--- src/rtl/pong_pkg.sv ---
// Shared Pong constants: move codes, owner encoding and default playfield geometry.
package pong_pkg;

  localparam int DEF_SCREEN_H   = 480;
  localparam int DEF_PADDLE_H   = 80;
  localparam int DEF_MAX_SPEED  = 8;
  localparam int DEF_AI_TIMEOUT = 120;

  localparam logic [1:0] MOVE_UP   = 2'b10;
  localparam logic [1:0] MOVE_DOWN = 2'b01;
  localparam logic [1:0] MOVE_NONE = 2'b00;

  typedef enum logic {
    OWNER_HUMAN = 1'b0,
    OWNER_AI    = 1'b1
  } owner_e;

  // 00 and 11 both mean "no move".
  function automatic logic is_move(input logic [1:0] c);
    return (c == MOVE_UP) || (c == MOVE_DOWN);
  endfunction

endpackage

--- src/rtl/paddle_owner_arb.sv ---
// Paddle ownership FSM: idle timeout hands control to the AI, any button takes it back.
module paddle_owner_arb
  import pong_pkg::*;
#(
  parameter int AI_TIMEOUT = DEF_AI_TIMEOUT
) (
  input  logic       clk,
  input  logic       reset,
  input  logic       frame_tick,
  input  logic       enable,
  input  logic [1:0] btn_in,
  input  logic [1:0] ai_in,
  input  logic       ai_allow,
  output logic [1:0] cmd,
  output logic       owner
);

  localparam int CW = $clog2(AI_TIMEOUT + 1);
  localparam logic [CW-1:0] IDLE_MAX = CW'(AI_TIMEOUT);

  typedef enum logic {ST_HUMAN, ST_AI} state_e;

  state_e        state, state_nxt;
  logic [CW-1:0] idle_cnt, idle_nxt;
  logic          btn_valid;

  assign btn_valid = is_move(btn_in);

  always_ff @(posedge clk or posedge reset) begin
    if (reset) begin
      state    <= ST_HUMAN;
      idle_cnt <= '0;
    end else if (frame_tick && enable) begin
      state    <= state_nxt;
      idle_cnt <= idle_nxt;
    end
  end

  // The command follows whoever owns the paddle after this tick, so a
  // button press during AI control is obeyed on the very same tick.
  always_comb begin
    state_nxt = state;
    idle_nxt  = idle_cnt;
    cmd       = btn_in;
    case (state)
      ST_HUMAN: begin
        if (btn_valid) begin
          idle_nxt = '0;
        end else begin
          if (idle_cnt != IDLE_MAX) idle_nxt = idle_cnt + CW'(1);
          if (idle_nxt == IDLE_MAX && ai_allow) state_nxt = ST_AI;
        end
      end
      ST_AI: begin
        if (btn_valid || !ai_allow) begin
          state_nxt = ST_HUMAN;
          idle_nxt  = '0;
        end else begin
          cmd = ai_in;
        end
      end
      default: state_nxt = ST_HUMAN;
    endcase
  end

  assign owner = (state == ST_AI) ? OWNER_AI : OWNER_HUMAN;

endmodule

--- src/rtl/pong_paddle_ctrl.sv ---
// Per-paddle motion controller: speed, position and playfield clamping, one update per frame.
// Define PONG_PADDLE_ACCEL_EN for ramped speed; otherwise every move steps MAX_SPEED.
module pong_paddle_ctrl
  import pong_pkg::*;
#(
  parameter int SCREEN_H   = DEF_SCREEN_H,
  parameter int PADDLE_H   = DEF_PADDLE_H,
  parameter int MAX_SPEED  = DEF_MAX_SPEED,
  parameter int AI_TIMEOUT = DEF_AI_TIMEOUT
) (
  input  logic       clk,
  input  logic       reset,
  input  logic       frame_tick,
  input  logic       enable,
  input  logic [1:0] btn_in,
  input  logic [1:0] ai_in,
  input  logic       ai_allow,
  output logic [9:0] paddle_pos,
  output logic [9:0] paddle_height,
  output logic       owner,
  output logic       moving
);

  localparam int SW = $clog2(MAX_SPEED + 1);
  localparam logic [9:0]         POS_RST   = 10'((SCREEN_H - PADDLE_H) / 2);
  localparam logic [9:0]         POS_MAX   = 10'(SCREEN_H - PADDLE_H);
  localparam logic signed [10:0] POS_MAX_S = 11'(SCREEN_H - PADDLE_H);
  localparam logic [SW-1:0]      SPD_MAX   = SW'(MAX_SPEED);

  logic [1:0]         cmd, cmd_n;
  logic [9:0]         pos, pos_nxt;
  logic [SW-1:0]      speed, speed_nxt;
  logic signed [10:0] pos_ext, spd_ext, sum;

  paddle_owner_arb #(.AI_TIMEOUT(AI_TIMEOUT)) u_arb (
    .clk        (clk),
    .reset      (reset),
    .frame_tick (frame_tick),
    .enable     (enable),
    .btn_in     (btn_in),
    .ai_in      (ai_in),
    .ai_allow   (ai_allow),
    .cmd        (cmd),
    .owner      (owner)
  );

`ifdef PONG_PADDLE_ACCEL_EN
  logic [1:0] dir, dir_nxt;

  always_ff @(posedge clk or posedge reset) begin
    if (reset)           dir <= MOVE_NONE;
    else if (frame_tick) dir <= dir_nxt;
  end
`endif

  always_ff @(posedge clk or posedge reset) begin
    if (reset) begin
      pos   <= POS_RST;
      speed <= '0;
    end else if (frame_tick) begin
      pos   <= pos_nxt;
      speed <= speed_nxt;
    end
  end

  always_comb begin
    cmd_n     = is_move(cmd) ? cmd : MOVE_NONE;
    speed_nxt = '0;
    pos_nxt   = pos;
    pos_ext   = {1'b0, pos};
    spd_ext   = '0;
    sum       = pos_ext;
`ifdef PONG_PADDLE_ACCEL_EN
    dir_nxt   = MOVE_NONE;
`endif
    if (enable && cmd_n != MOVE_NONE) begin
`ifdef PONG_PADDLE_ACCEL_EN
      if (cmd_n != dir)          speed_nxt = SW'(1);
      else if (speed >= SPD_MAX) speed_nxt = SPD_MAX;
      else                       speed_nxt = speed + SW'(1);
      dir_nxt = cmd_n;
`else
      speed_nxt = SPD_MAX;
`endif
      spd_ext = 11'(speed_nxt);
      sum     = (cmd_n == MOVE_DOWN) ? pos_ext + spd_ext : pos_ext - spd_ext;
      // Running into either wall stops the paddle dead.
      if (sum < 0 || sum > POS_MAX_S) begin
        pos_nxt   = (sum < 0) ? 10'd0 : POS_MAX;
        speed_nxt = '0;
`ifdef PONG_PADDLE_ACCEL_EN
        dir_nxt   = MOVE_NONE;
`endif
      end else begin
        pos_nxt = sum[9:0];
      end
    end
  end

  assign paddle_pos    = pos;
  assign paddle_height = 10'(PADDLE_H);
  assign moving        = (speed != '0);

endmodule

--- config.mk ---
export PLATFORM = sky130hd
export DESIGN_NAME = pong_paddle_ctrl
export DESIGN_NICKNAME = d
export VERILOG_FILES = /design/src/rtl/pong_pkg.sv /design/src/rtl/paddle_owner_arb.sv /design/src/rtl/pong_paddle_ctrl.sv
export SDC_FILE = /design/constraint.sdc
export NUM_CORES = 1
export LEC_CHECK = 0
export BUFFER_PORTS_ARGS = -buffer_cell sky130_fd_sc_hd__buf_2
export CORE_ASPECT_RATIO = 1.1
export CORE_MARGIN = 2
export CORE_UTILIZATION = 54
export DETAILED_ROUTE_END_ITERATION = 10
export PLACE_DENSITY = 0.79
export SYNTH_ARGS = -nofsm -noshare
export SYNTH_HDL_FRONTEND = slang
export SYNTH_SLANG_ARGS = --single-unit
--- constraint.sdc ---
create_clock -name clk -period 4.1 [get_ports clk]
set_clock_uncertainty 0.1 [all_clocks]
set_input_delay 0.41 -clock clk [delete_from_list [all_inputs] [get_ports clk]]
set_output_delay 0.41 -clock clk [all_outputs]
set_load 0.01 [all_outputs]
---- Word-level counts from Yosys, hierarchy flattened ----
Index checks and enable logic that the tools add are counted.
word-level totals
  output and inout port bits .............. 22
  bits of input ports ..................... 9
  flip-flop bits (word level) ............. 22
  word-level logic and storage cells ...... 49
operators by class
  muxes and demuxes ....................... 19
  bitwise operators ....................... 1
  reduce and logical (&&, ||, !) cells .... 12
  $add $sub $neg .......................... 3
  magnitude comparators ................... 2
  eq/ne operators ......................... 8
operator list
  kind                                                             count
  2-to-1 mux 7 bit                                                 5
  case mux 7 bit (2 select lines)                                  1
  adder 10 x 4 -> 11 bit, second input constant                    1
  greater-than comparator 11 x 10 -> 1 bit, second input constant  1
  < comparator 11 x 1 -> 1 bit, second input constant              1
  2-to-1 mux 11 bit                                                1
  subtractor 10 x 4 -> 11 bit, second input constant               1
  2-to-1 mux 10 bit                                                1
  2-to-1 mux 9 bit                                                 1
  2-to-1 mux 4 bit                                                 2
  adder 7 x 1 -> 7 bit, second input constant                      1
  == test 7 bit, second input constant                             1
  != test 7 bit, second input constant                             1
  == test 2 x 1 -> 1 bit, second input constant                    3
  2-to-1 mux 2 bit                                                 3
  == test 2 bit, second input constant                             2
  logical OR 1 bit                                                 4
  2-to-1 mux 1 bit                                                 4
  AND reduction 2 bit                                              2
  nonzero test 4 bit                                               1
  logical AND 1 bit                                                3
  != test 2 bit, second input constant                             1
  case mux 1 bit (2 select lines)                                  1
  nonzero test 2 bit                                               1
  other kinds (2)                                                  2

---- Depth between registers and ports, before layout ----
Gate-level depths: netlist (run 1).
  word-level depth ........................ 14
  depth in mapped cells ................... 13
  depth with buffers taken out ............ 12

---- Hierarchy ----
From an unflattened synthesis (run 1), not the netlist that was laid out.
second synthesis, totals
  cells, all modules ...................... 167
  area, all modules ....................... 1,433.9 um^2
by module, submodules not included
  module            cells an instance  area each (um^2)  instances
  pong_paddle_ctrl  90                 800.8             1
  paddle_owner_arb  77                 633.1             1

---- Worst setup path after synthesis (run 1) ----
Ideal clock, no wire load.
  kind .................................... input-to-reg
  start ................................... input port btn_in[1]
  end ..................................... register pos[8], in the netlist paddle_pos[8]
  library setup time ...................... 0.077 ns
  arrival ................................. 3.072 ns
  setup slack ............................. 0.852 ns
  data required time ...................... 3.923 ns
  stages on the path ...................... 13
  cells stage by stage .................... xnor2_1 -> nand3_1 -> mux2_2 -> ha_1 -> inv_1 -> ha_1 -> buf_6 -> a21oi_4 -> o221ai_2 -> a21oi_2 -> xnor2_1 -> or4_1 -> o21ai_1
on the way
  longest elaborated chain between the ends .. 13
ends and longest elaborated chain
  item                                                                                      line                                            text
  start, declared                                                                           pong_paddle_ctrl.sv:15                          input logic [1:0] btn_in,
  == test 2 bit or == test 2 x 1 -> 1 bit (tied branches)                                   pong_pkg.sv:20                                  return (c == MOVE_UP) || (c == MOVE_DOWN);
  logical OR 1 bit                                                                          pong_pkg.sv:20
  logical OR 1 bit                                                                          paddle_owner_arb.sv:55                          if (btn_valid || !ai_allow) begin
  2-to-1 mux 2 bit                                                                          paddle_owner_arb.sv:55
  2-to-1 mux 2 bit *                                                                        paddle_owner_arb.sv:45                          case (state)
  == test 2 bit or == test 2 x 1 -> 1 bit (tied branches)                                   pong_pkg.sv:20
  logical OR 1 bit                                                                          pong_pkg.sv:20
  2-to-1 mux 2 bit *                                                                        pong_paddle_ctrl.sv:67                          cmd_n = is_move(cmd) ? cmd : MOVE_NONE;
  == test 2 x 1 -> 1 bit                                                                    pong_paddle_ctrl.sv:86                          sum = (cmd_n == MOVE_DOWN) ? pos_ext + spd_ext : pos_ext - spd_ext;
  2-to-1 mux 11 bit                                                                         pong_paddle_ctrl.sv:86
  < comparator 11 x 1 -> 1 bit or greater-than comparator 11 x 10 -> 1 bit (tied branches)  pong_paddle_ctrl.sv:88, pong_paddle_ctrl.sv:89
  2-to-1 mux 9 bit or logical OR 1 bit (tied branches)                                      pong_paddle_ctrl.sv:89, pong_paddle_ctrl.sv:88
  2-to-1 mux 10 bit                                                                         pong_paddle_ctrl.sv:88                          if (sum < 0 || sum > POS_MAX_S) begin
  end signal, assigned                                                                      pong_paddle_ctrl.sv:61                          pos <= pos_nxt;
  end, declared                                                                             pong_paddle_ctrl.sv:31                          logic [9:0] pos, pos_nxt;
Mark *: on every way between the ends. The rest lies on a longest branch, timed or not.
A chain may end at the register's enable or synchronous reset.

---- Worst setup path in the final report (run 1) ----
Ends and elaborated chain as after synthesis.

==> qor.tcl, run 1 <==
set qor(run_status) {finished clean}
set qor(design.final.nets) 202
set qor(fmaxAchievable_mhz) 288.6
set qor(synthArstFlopShare_pct) 100.0
set qor(antenna_cells) 0
set qor(postSynthCellCount) 168
set qor(leakagePower_nw) 0.6945
set qor(cts.clk_slew.worst_paths_ps) 90
set qor(hpwlAfterDp_um) 2272
set qor(boundaryPins) 31
set qor(globalplace.congestion) 0.8121
set qor(drcViolationCount) 0
set qor(count_of_vias_placed_by_the_detailed_router) 1228
set qor(synth_flop_cell) {sky130_fd_sc_hd__dfrtp_1}
set qor(post-cts-setup-buffer-count) 0
set qor(global_route_wire_length_before_repair_um) 4643
set qor(crit_required_ps) 4210
set qor(critical_path.max_fanout) 7
set qor(timing_max_transition_violations_final) 0
set qor(wl_cell_um) 13.39
set qor(max_slew_margin_pct) 50.52
set qor(drt-vias-per-instance) 5.765
set qor(synth_area_per_cell_sq_um) 8.408
set qor(numClockSinks) 16
set qor(finalWirelength_um) 2853
set qor(seq_area_frac_synth_pct) 28.61
set qor(grt_remaining_overflow) 0
set qor(postRouteAntennaNets) 0
set qor(tritoncts) {built}
set qor(placed_instance_area_sq_mm) 0.001454
set qor(grtUsageTotal_pct) 20.19
set qor(first_iter_violations) 41
set qor(period_share_pct) 84.50
set qor(final_area_sq_mm) 0.001490
set qor(die_area_sq_mm) 0.003041
set qor(num_cts_buffers) 3
set qor(irDropWorstVdd_uv) 314.5
set qor(synthesis.yosys.warnings) 0
set qor(grt_start_max_net_pins) 17
set qor(groute.layer.met1.usage_pct) 23.95
set qor(fp.dieH_um) 57.64
set qor(cts.root.buffer_cell) {sky130_fd_sc_hd__clkbuf_4}
set qor(grt_setup_unrepaired) {no}
set qor(fin_cells) 213
set qor(finalSetupViolations) 0
set qor(firstDrtPassIters) 4
set qor(cts_hold_repair.buffers) 0
set qor(grt-busiest-layer) {met2}
set qor(critical_path_class) {primary input to flip-flop}
set qor(numPlacedInstances) 209
set qor(ys_seq_elements) 16
set qor(antenna_violations_before_repair) 0
set qor(worst_ep_arrival_time_ps) 3580
set qor(number_of_max_cap_violations) 0
set qor(totalNegativeSetupSlack_ps) 0
set qor(final_hold_violations) 0
set qor(met2_usage_pct) 35.18
set qor(start_util_pct) 56.59
set qor(synth_enable_flop_cells) 0
set qor(grt.met3_usage_pct) 2.835
set qor(worst_setup_path_end_kind) {flip-flop}
set qor(max_slew.worst_pin.slew_ps) 740.6
set qor(number_of_buffers_inserted_by_port_buffering) 17
set qor(clockBufferDepth) 2
set qor(post_route_cells_drive_above_1_share_pct) 16.48
set qor(dieWidth_um) 52.77
set qor(flow.area_growth_from_synthesis_pct) 5.492
set qor(power-per-cell-area_mw_per_mm2) 587.5
set qor(cts_h_tree_depth) 1
set qor(core_sq_mm) 0.002496
set qor(hp-class) {primary input to async pin}
set qor(mappedNetlistArea_sq_mm) 0.001413
set qor(timing.critical_path.from_type) {primary input}
set qor(resized_gates_after_cts) 0
set qor(fin_crit_period_ps) 3465
set qor(row_count) 19
set qor(worst_skew_pair.late_latency_ps) 280
set qor(vias_in_the_first_global_route) 1117
set qor(unique_masters_post_synth) 46
==> per-stage QoR <==
stage               setup WS, ps  hold WS [ps]  utilization [%]   power, W
floorplan                  851.6         221.6                -  0.0006749
global placement           557.7         377.9            58.25  0.0007592
detailed placement         379.9         384.7            58.25  0.0007702
CTS                        668.5         86.76            59.70  0.0008765
global route               404.8         130.8            59.70  0.0009582
finish                     635.4         74.61            59.70  0.0008754
==> synth_stat cells, types with 3 or more instances <==
master                      n  area [sq um]
sky130_fd_sc_hd__nand3_1   12         60.06
sky130_fd_sc_hd__clkbuf_1   4         15.01
sky130_fd_sc_hd__ha_1       9         112.6
sky130_fd_sc_hd__buf_4     13         97.59
sky130_fd_sc_hd__inv_1     13         48.80
sky130_fd_sc_hd__and2_1     3         18.77
sky130_fd_sc_hd__dfstp_2    3         78.83
sky130_fd_sc_hd__dfrtp_1   13         325.3
sky130_fd_sc_hd__o31ai_1    5         37.54
sky130_fd_sc_hd__xor2_1     5         43.79
sky130_fd_sc_hd__nor2_1     8         30.03
sky130_fd_sc_hd__xnor2_1    5         43.79
sky130_fd_sc_hd__nand2_1   14         52.55
sky130_fd_sc_hd__o21ai_0   15         75.07
sky130_fd_sc_hd__a21oi_1    4         20.02
==> power breakdown <==
part	leakage (nW)	switching, W	internal, W
clock	0.0210	0.0000470	0.0000541
sequential	0.209	0.0000392	0.000201
combinational	0.465	0.000312	0.000221
==> critical path: stages <==
cell and delay [ps]:
sky130_fd_sc_hd__buf_2 110, sky130_fd_sc_hd__xnor2_1 350, sky130_fd_sc_hd__nand3_1 220, sky130_fd_sc_hd__mux2_2 320
sky130_fd_sc_hd__ha_1 220, sky130_fd_sc_hd__inv_1 240, sky130_fd_sc_hd__ha_1 350, sky130_fd_sc_hd__nand3_1 200
sky130_fd_sc_hd__o221ai_1 260, sky130_fd_sc_hd__xor2_1 290, sky130_fd_sc_hd__nor2_1 70, sky130_fd_sc_hd__or4_1 410
sky130_fd_sc_hd__o21ai_1 130
==> final cells by class <==
class,instances,area (sq um)
Clock buffer,4,36.28
Fill cell,222,1006
Inverter,13,48.80
Multi-Input combinational cell,132,877.1
Sequential cell,16,404.1
Tap cell,31,38.79
Timing Repair Buffer,17,85.08
==> flip-flops by register name, indices dropped and copies added, names as in the netlist <==
name            count
u_arb.idle_cnt      7
u_arb.state         1
speed               1
paddle_pos          7
==> kinds of logic (layout without fill, tap and decap cells) <==
family,after synthesis,in the layout,share of synthesized area (%)
XOR/XNOR,10,10,6.200
AND/OR/NAND/NOR,53,53,19.40
buffers and inverters,31,34,12.22
multiplexers,3,3,2.214
other,2,13,0.5316
flip-flops,16,16,28.61
AO/OA/AOI/OAI,43,43,21.43
adder cells (fa/ha/maj),10,10,9.389
==> layout by cell type, fill, tap and decap left out, types with 3 or more instances in the layout <==
cell type | Yosys | routed
sky130_fd_sc_hd__nand2_1 | 14 | 14
sky130_fd_sc_hd__nor2_1 | 8 | 8
sky130_fd_sc_hd__o21ai_0 | 15 | 15
sky130_fd_sc_hd__inv_1 | 13 | 13
sky130_fd_sc_hd__nand3_1 | 12 | 12
sky130_fd_sc_hd__xor2_1 | 5 | 5
sky130_fd_sc_hd__and2_1 | 3 | 3
sky130_fd_sc_hd__dfstp_2 | 3 | 3
sky130_fd_sc_hd__xnor2_1 | 5 | 5
sky130_fd_sc_hd__dfrtp_1 | 13 | 13
sky130_fd_sc_hd__buf_2 | 0 | 17
sky130_fd_sc_hd__conb_1 | 2 | 13
sky130_fd_sc_hd__o31ai_1 | 5 | 5
sky130_fd_sc_hd__clkbuf_4 | 0 | 3
sky130_fd_sc_hd__a21oi_1 | 4 | 4
sky130_fd_sc_hd__ha_1 | 9 | 9
==> final timing paths <==
path | start | end | slack (ps) | depth (start not counted)
max in group asynchronous | reset | paddle_pos[9] | 3450 | 2
hold reg to reg | paddle_pos[6] | paddle_pos[6] | 400 | 2
setup / recovery | btn_in[1] | paddle_pos[8] | 640 | 13
hold / removal | reset | u_arb.idle_cnt[5] | 70 | 2
setup reg to reg | u_arb.state | paddle_pos[8] | 840 | 11
min in group clk | frame_tick | speed[3] | 240 | 2
==> per-layer routing <==
metal | vias up | share of wire [%]
met1 | 591 | 41
met2 | 36 | 55
met5 | - | 0
met3 | 4 | 3.5
met4 | 0 | 1.3
li1 | 597 | -
No activity file was read; power rests on OpenSTA's default activity.
==> run 2, diff against run 1 <==
==> constraint.sdc (replaced) <==
create_clock -name clk -period 3.4 [get_ports clk]
set_clock_uncertainty 0.1 [all_clocks]
set_input_delay 0.34 -clock clk [delete_from_list [all_inputs] [get_ports clk]]
set_output_delay 0.34 -clock clk [all_outputs]
set_load 0.01 [all_outputs]
==> qor.tcl, run 2 (synthesis results as in run 1) <==
set qor(hp-class) {primary input to async pin}
set qor(boundaryPins) 31
set qor(finish.utilization_pct) 60.10
set qor(grt_remaining_overflow) 0
set qor(post_route_setup_slack_ps) 223.4
set qor(grt_setup_unrepaired) {no}
set qor(crit_path_cell_trace) {nand3_1, mux2_2, ha_1, inv_1, ha_1, a21oi_4, o221ai_2, a21oi_2, xnor2_1, or4_1, o21ai_1}
set qor(r2r_cells) 11
set qor(critical_path_class) {flip-flop to flip-flop}
set qor(clockBufferDepth) 2
set qor(fmaxAchievable_mhz) 314.8
set qor(cts.clk_slew.worst_paths_ps) 100
set qor(p_clk_share_pct) 9.9
set qor(row_count) 19
set qor(tritoncts) {built}
set qor(power.internal_w) 0.0005632
set qor(design.final.nets) 204
set qor(die_area_sq_mm) 0.003041
set qor(fillers) 231
set qor(leakagePower_nw) 0.6990
set qor(slowest_cp_cell) {sky130_fd_sc_hd__or4_1}
set qor(pre_cts_ws_ps) -36.55
set qor(numClockSinks) 16
set qor(dieWidth_um) 52.77
set qor(worst_skew_pair.late_latency_ps) 290
set qor(firstDrtPassIters) 4
set qor(worst_path_most_repeated_cell) {sky130_fd_sc_hd__ha_1}
set qor(regToRegSetupSlack_ps) 220
set qor(post-cts-setup-buffer-count) 0
set qor(cts.root.buffer_cell) {sky130_fd_sc_hd__clkbuf_4}
set qor(drcViolationCount) 0
set qor(crit_required_ps) 3520
set qor(grt_start_max_net_pins) 17
set qor(core_sq_mm) 0.002496
set qor(globalplace.congestion) 0.7946
set qor(global_route_wire_length_before_repair_um) 5078
set qor(cts_h_tree_depth) 1
set qor(worst_ep_arrival_time_ps) 3300
set qor(vias_in_the_first_global_route) 1183
set qor(power_switching_w) 0.0005008
set qor(num_cts_buffers) 3
set qor(number_of_buffers_inserted_by_port_buffering) 17
set qor(critical_path.max_fanout) 6
set qor(antenna_cells) 0
set qor(holdWs_ps) 14.61
set qor(final_hold_violations) 0
set qor(resized_gates_after_cts) 0
set qor(post_route_cells_drive_above_1_share_pct) 17.39
set qor(final_area_sq_mm) 0.001500
set qor(finalWirelength_um) 3089
set qor(irDropWorstVdd_uv) 398.8
set qor(fp.dieH_um) 57.64
set qor(first_iter_violations) 37
set qor(hpwlAfterDp_um) 2418
set qor(rr_endpoint) {paddle_pos[8]}
set qor(placed_instance_area_sq_mm) 0.001469
set qor(cts_hold_repair.buffers) 0
set qor(wl_cell_um) 14.37
set qor(drt-vias-per-instance) 5.721
set qor(power-per-cell-area_mw_per_mm2) 709.2
set qor(timing.critical_path.from_type) {flip-flop}
set qor(start_util_pct) 56.59
set qor(timing_max_transition_violations_final) 0
set qor(sequentialPowerShare_pct) 27.4
set qor(critical_path.max_stage_delay_ps) 540
set qor(worst_setup_path_end_kind) {flip-flop}
set qor(timing.rr.start) {u_arb.state}
set qor(antenna_violations_before_repair) 0
set qor(postRouteAntennaNets) 0
set qor(fin_crit_period_ps) 3177
set qor(sw_frac_of_total_pct) 47.07
set qor(final_cell_mix) {17 x sky130_fd_sc_hd__buf_2, 15 x sky130_fd_sc_hd__o21ai_0, 14 x sky130_fd_sc_hd__nand2_1}
set qor(max_slew_margin_pct) 48.74
set qor(layout.cells.most_common) {sky130_fd_sc_hd__buf_2}
set qor(flow.area_growth_from_synthesis_pct) 6.200
set qor(run_status) {finished clean}
set qor(period_share_pct) 93.43
set qor(combinationalPowerShare_pct) 62.7
set qor(number_of_max_cap_violations) 0
set qor(totalNegativeSetupSlack_ps) 0
set qor(grtUsageTotal_pct) 22.03
set qor(max_slew.worst_pin.slew_ps) 767.3
set qor(count_of_vias_placed_by_the_detailed_router) 1230
set qor(finalSetupViolations) 0
run 2: cell types whose count changed in the layout (fill, tap and decap cells not counted):
cell	delta
sky130_fd_sc_hd__clkbuf_8	-1
sky130_fd_sc_hd__clkbuf_1	+1
sky130_fd_sc_hd__a211oi_2	+1
sky130_fd_sc_hd__buf_4	+2
sky130_fd_sc_hd__a211oi_1	-1
run 2: worst max-delay path: cells and delay by family, from the launching register on:
kind	cells	cell delay, ps
AO/OA/AOI/OAI	4	650
XOR/XNOR	1	140
adder cells (fa/ha/maj)	2	600
buffers and inverters	1	180
flip-flops	1	410
multiplexers	1	360
AND/OR/NAND/NOR	2	690
run 2: per-stage QoR:
step | std cells | power [W]
after floorplan | 179 | 0.0008139
after global placement | 211 | 0.0009183
after detailed placement | 211 | 0.0009438
after CTS | 215 | 0.001053
after global routing | 215 | 0.001155
final | 215 | 0.001064
run 2: area by class of cell:
type | count | area (sq um) | area share, %
multi-input cells | 132 | 882.1 | 58.80
inverters | 13 | 48.80 | 3.253
repair buffers | 19 | 100.1 | 6.672
well taps | 31 | 38.79 | 2.585
clock buffers | 4 | 26.28 | 1.751
flip-flops and latches | 16 | 404.1 | 26.94
run 2: per-layer routing:
metal	part of all wire (%)	vias up	GRT usage [%]
li1	-	598	-
met1	40	605	25.38
met2	56	25	40.00
met3	3.2	2	3.866
met4	0.52	0	8.059
met5	0	-	0
run 2: power groups by stage:
stage	Clock [W]	Sequential, W	Combinational, W
detailed placement	0	0.000295	0.000649
global placement	0	0.000292	0.000626
CTS	0.000108	0.000291	0.000655
global route	0.000115	0.000298	0.000742
finish	0.000105	0.000292	0.000667
floorplan	0	0.000301	0.000513
run 2: how the worst max path moves through the flow:
| stage | startpoint | to | slack (ps) |
|---|---|---|---|
| floorplan | btn_in[1] | paddle_pos[8] | 220 |
| global placement | btn_in[1] | paddle_pos[8] | 140 |
| detailed placement | btn_in[1] | paddle_pos[8] | -40 |
| CTS | u_arb.state | paddle_pos[8] | 220 |
| global route | u_arb.state | paddle_pos[5] | 20 |
| finish | u_arb.state | paddle_pos[8] | 220 |
==> run 3, diff against run 2 <==
--- a/config.mk
+++ b/config.mk
@@ -13,4 +13,5 @@
 export PLACE_DENSITY = 0.79
 export SYNTH_ARGS = -nofsm -noshare
 export SYNTH_HDL_FRONTEND = slang
+export SYNTH_HIERARCHICAL = 1
 export SYNTH_SLANG_ARGS = --single-unit
==> qor.tcl, run 3 <==
set qor(run_status) {finished clean}
set qor(power-per-cell-area_mw_per_mm2) 698.1
set qor(count_of_vias_placed_by_the_detailed_router) 1214
set qor(post_route_cells_drive_above_1_share_pct) 18.92
set qor(cts_h_tree_depth) 1
set qor(grt_remaining_overflow) 0
set qor(finish.utilization_pct) 60.28
set qor(timing_max_transition_violations_final) 0
set qor(ys_seq_elements) 16
set qor(number_of_max_cap_violations) 0
set qor(fin_crit_period_ps) 3007
set qor(multiInputGateArea_sq_um) 902.1
set qor(wl_cell_um) 13.67
set qor(unique_masters_post_synth) 48
set qor(crit_path_cell_trace) {nand2_1, o21ai_0, o21ai_0, ha_1, inv_1, ha_1, a211oi_2, o211ai_2, a21oi_2, mux2i_2, o21ai_0}
set qor(row_count) 19
set qor(layout.cells.most_common) {sky130_fd_sc_hd__buf_2}
set qor(synthesis.yosys.warnings) 6
set qor(synth.most_common_cell) {sky130_fd_sc_hd__nand2_1}
set qor(numClockSinks) 16
set qor(start_util_pct) 56.90
set qor(hp-class) {primary input to flip-flop}
set qor(number_of_buffers_inserted_by_port_buffering) 17
set qor(synth_top_cells_by_count) {16 x sky130_fd_sc_hd__nand2_1, 14 x sky130_fd_sc_hd__inv_1, 14 x sky130_fd_sc_hd__o21ai_0}
set qor(firstDrtPassIters) 4
set qor(cts.clk_slew.worst_paths_ps) 90
set qor(synth_largest_area_cell) {sky130_fd_sc_hd__dfrtp_1}
set qor(storage_cell_area_sq_um) 404.1
set qor(critical_path.max_fanout) 7
set qor(grt_setup_unrepaired) {no}
set qor(irDropWorstVdd_uv) 423.4
set qor(fp.dieH_um) 58.05
set qor(synth_flop_cell) {sky130_fd_sc_hd__dfrtp_1}
set qor(leakagePower_nw) 0.6773
set qor(worst_skew_pair.late_latency_ps) 280
set qor(antenna_cells) 0
set qor(mappedNetlistArea_sq_mm) 0.001434
set qor(drt-vias-per-instance) 5.620
set qor(grt_start_max_net_pins) 12
set qor(final_cell_mix) {17 x sky130_fd_sc_hd__buf_2, 16 x sky130_fd_sc_hd__nand2_1, 14 x sky130_fd_sc_hd__inv_1, 14 x sky130_fd_sc_hd__o21ai_0}
set qor(synthArstFlopShare_pct) 100.0
set qor(synth_enable_flop_cells) 0
set qor(finalWirelength_um) 2953
set qor(yosys.area.top_type_share_pct) 22.69
set qor(boundaryPins) 31
set qor(critical_path_class) {flip-flop to flip-flop}
set qor(die_area_sq_mm) 0.003084
set qor(critical_path.max_stage_delay_ps) 440
set qor(finalSetupViolations) 0
set qor(postRouteAntennaNets) 0
set qor(totalNegativeSetupSlack_ps) 0
set qor(postSynthCellCount) 167
set qor(period_share_pct) 88.44
set qor(timing.critical_path.from_type) {flip-flop}
set qor(fillers) 247
set qor(grtUsageTotal_pct) 20.55
set qor(core_sq_mm) 0.002520
set qor(tritoncts) {built}
set qor(antenna_violations_before_repair) 0
set qor(vias_in_the_first_global_route) 1168
set qor(worst_path_most_repeated_cell) {sky130_fd_sc_hd__o21ai_0}
set qor(num_cts_buffers) 3
set qor(crit_required_ps) 3450
set qor(slowest_cp_cell) {sky130_fd_sc_hd__dfrtp_1}
set qor(globalplace.congestion) 0.8349
set qor(design.final.nets) 205
set qor(worst_ep_arrival_time_ps) 3060
set qor(synth_area_per_cell_sq_um) 8.586
set qor(flow.area_growth_from_synthesis_pct) 5.934
set qor(first_iter_violations) 22
set qor(worst_setup_path_end_kind) {flip-flop}
set qor(drcViolationCount) 0
set qor(seq_area_frac_synth_pct) 28.18
set qor(global_route_wire_length_before_repair_um) 4809
set qor(clockBufferDepth) 2
set qor(hpwlAfterDp_um) 2279
set qor(final_hold_violations) 0
set qor(fmaxAchievable_mhz) 332.5
set qor(cts.root.buffer_cell) {sky130_fd_sc_hd__clkbuf_4}
set qor(dieWidth_um) 53.13
set qor(synthTopCellsByArea) {sky130_fd_sc_hd__dfrtp_1 23%, sky130_fd_sc_hd__ha_1 7.9%, sky130_fd_sc_hd__buf_4 6.8%, sky130_fd_sc_hd__dfstp_2 5.5%, sky130_fd_sc_hd__o21ai_0 4.9%}
## run 3: final timing paths
check / startpoint / end / slack [ps] / cells past startpoint
worst max-delay path: u_arb/state / paddle_pos[4] / 390 / 11
worst min-delay path: frame_tick / speed[3] / 220 / 2
worst max register to register: u_arb/state / paddle_pos[4] / 390 / 11
worst min register to register: paddle_pos[6] / paddle_pos[6] / 410 / 2
max in group asynchronous: reset / paddle_pos[3] / 2460 / 3
min in group asynchronous: reset / paddle_pos[9] / 450 / 3
## run 3: through the flow
stage	hold WS [ps]	cell area [sq um]	total power, W	std cells	setup slack, ps
finish	220.6	1519	0.001060	216	392.9
global route	220.9	1519	0.001146	216	77.63
CTS	213.1	1515	0.001054	216	309.8
detailed placement	216.5	1479	0.0009429	211	318.2
global placement	207.4	1479	0.0009177	211	411.2
floorplan	53.51	1475	0.0008052	178	643.9
## run 3: layer usage
metal,vias up,share of wire [%],GRT usage (%)
met5,-,0,0
met4,0,0.41,7.692
met3,2,2.4,2.320
met2,23,53,36.96
met1,581,44,24.67
li1,608,-,-
## run 3: kinds of logic (layout without fill, tap and decap cells)
logic type               after synthesis  in the layout  share of synthesized area, %
flip-flops                            16             16                         28.19
AO/OA/AOI/OAI                         53             53                         26.88
other                                  2             13                        0.5238
multiplexers                           1              1                        0.6981
adder cells (fa/ha/maj)               10             10                         9.250
buffers and inverters                 29             36                         12.04
AND/OR/NAND/NOR                       48             48                         17.54
XOR/XNOR                               8              8                         4.887
## run 3: layout make-up
type,instances,share of cell area [%]
flip-flops and latches,16,26.61
well taps,31,2.554
inverters,14,3.460
clock buffers,4,1.730
repair buffers,18,6.260
multi-input cells,133,59.39
## run 3: repair_timing
| item | CTS | global route |
|---|---|---|
| hold endpoints to repair | 13 | 0 |
| buffers inserted | 0 | 0 |
| setup endpoints to repair | 0 | 2 |
| gates resized for setup | 0 | 1 |
| hold buffers | 1 | 0 |
## run 3: power breakdown
group	internal, W	total (W)	switching, W	leakage, nW
sequential	0.000247	0.000310	0.0000630	0.206
combinational	0.000268	0.000646	0.000378	0.456
clock	0.0000455	0.000104	0.0000586	0.0150
## run 3: critical path, delay by kind of cell, from the launching register on
| family | cells | cell delay (ps) |
|---|---|---|
| buffers and inverters | 1 | 210 |
| multiplexers | 1 | 390 |
| AND/OR/NAND/NOR | 1 | 120 |
| AO/OA/AOI/OAI | 6 | 1080 |
| flip-flops | 1 | 440 |
| adder cells (fa/ha/maj) | 2 | 540 |
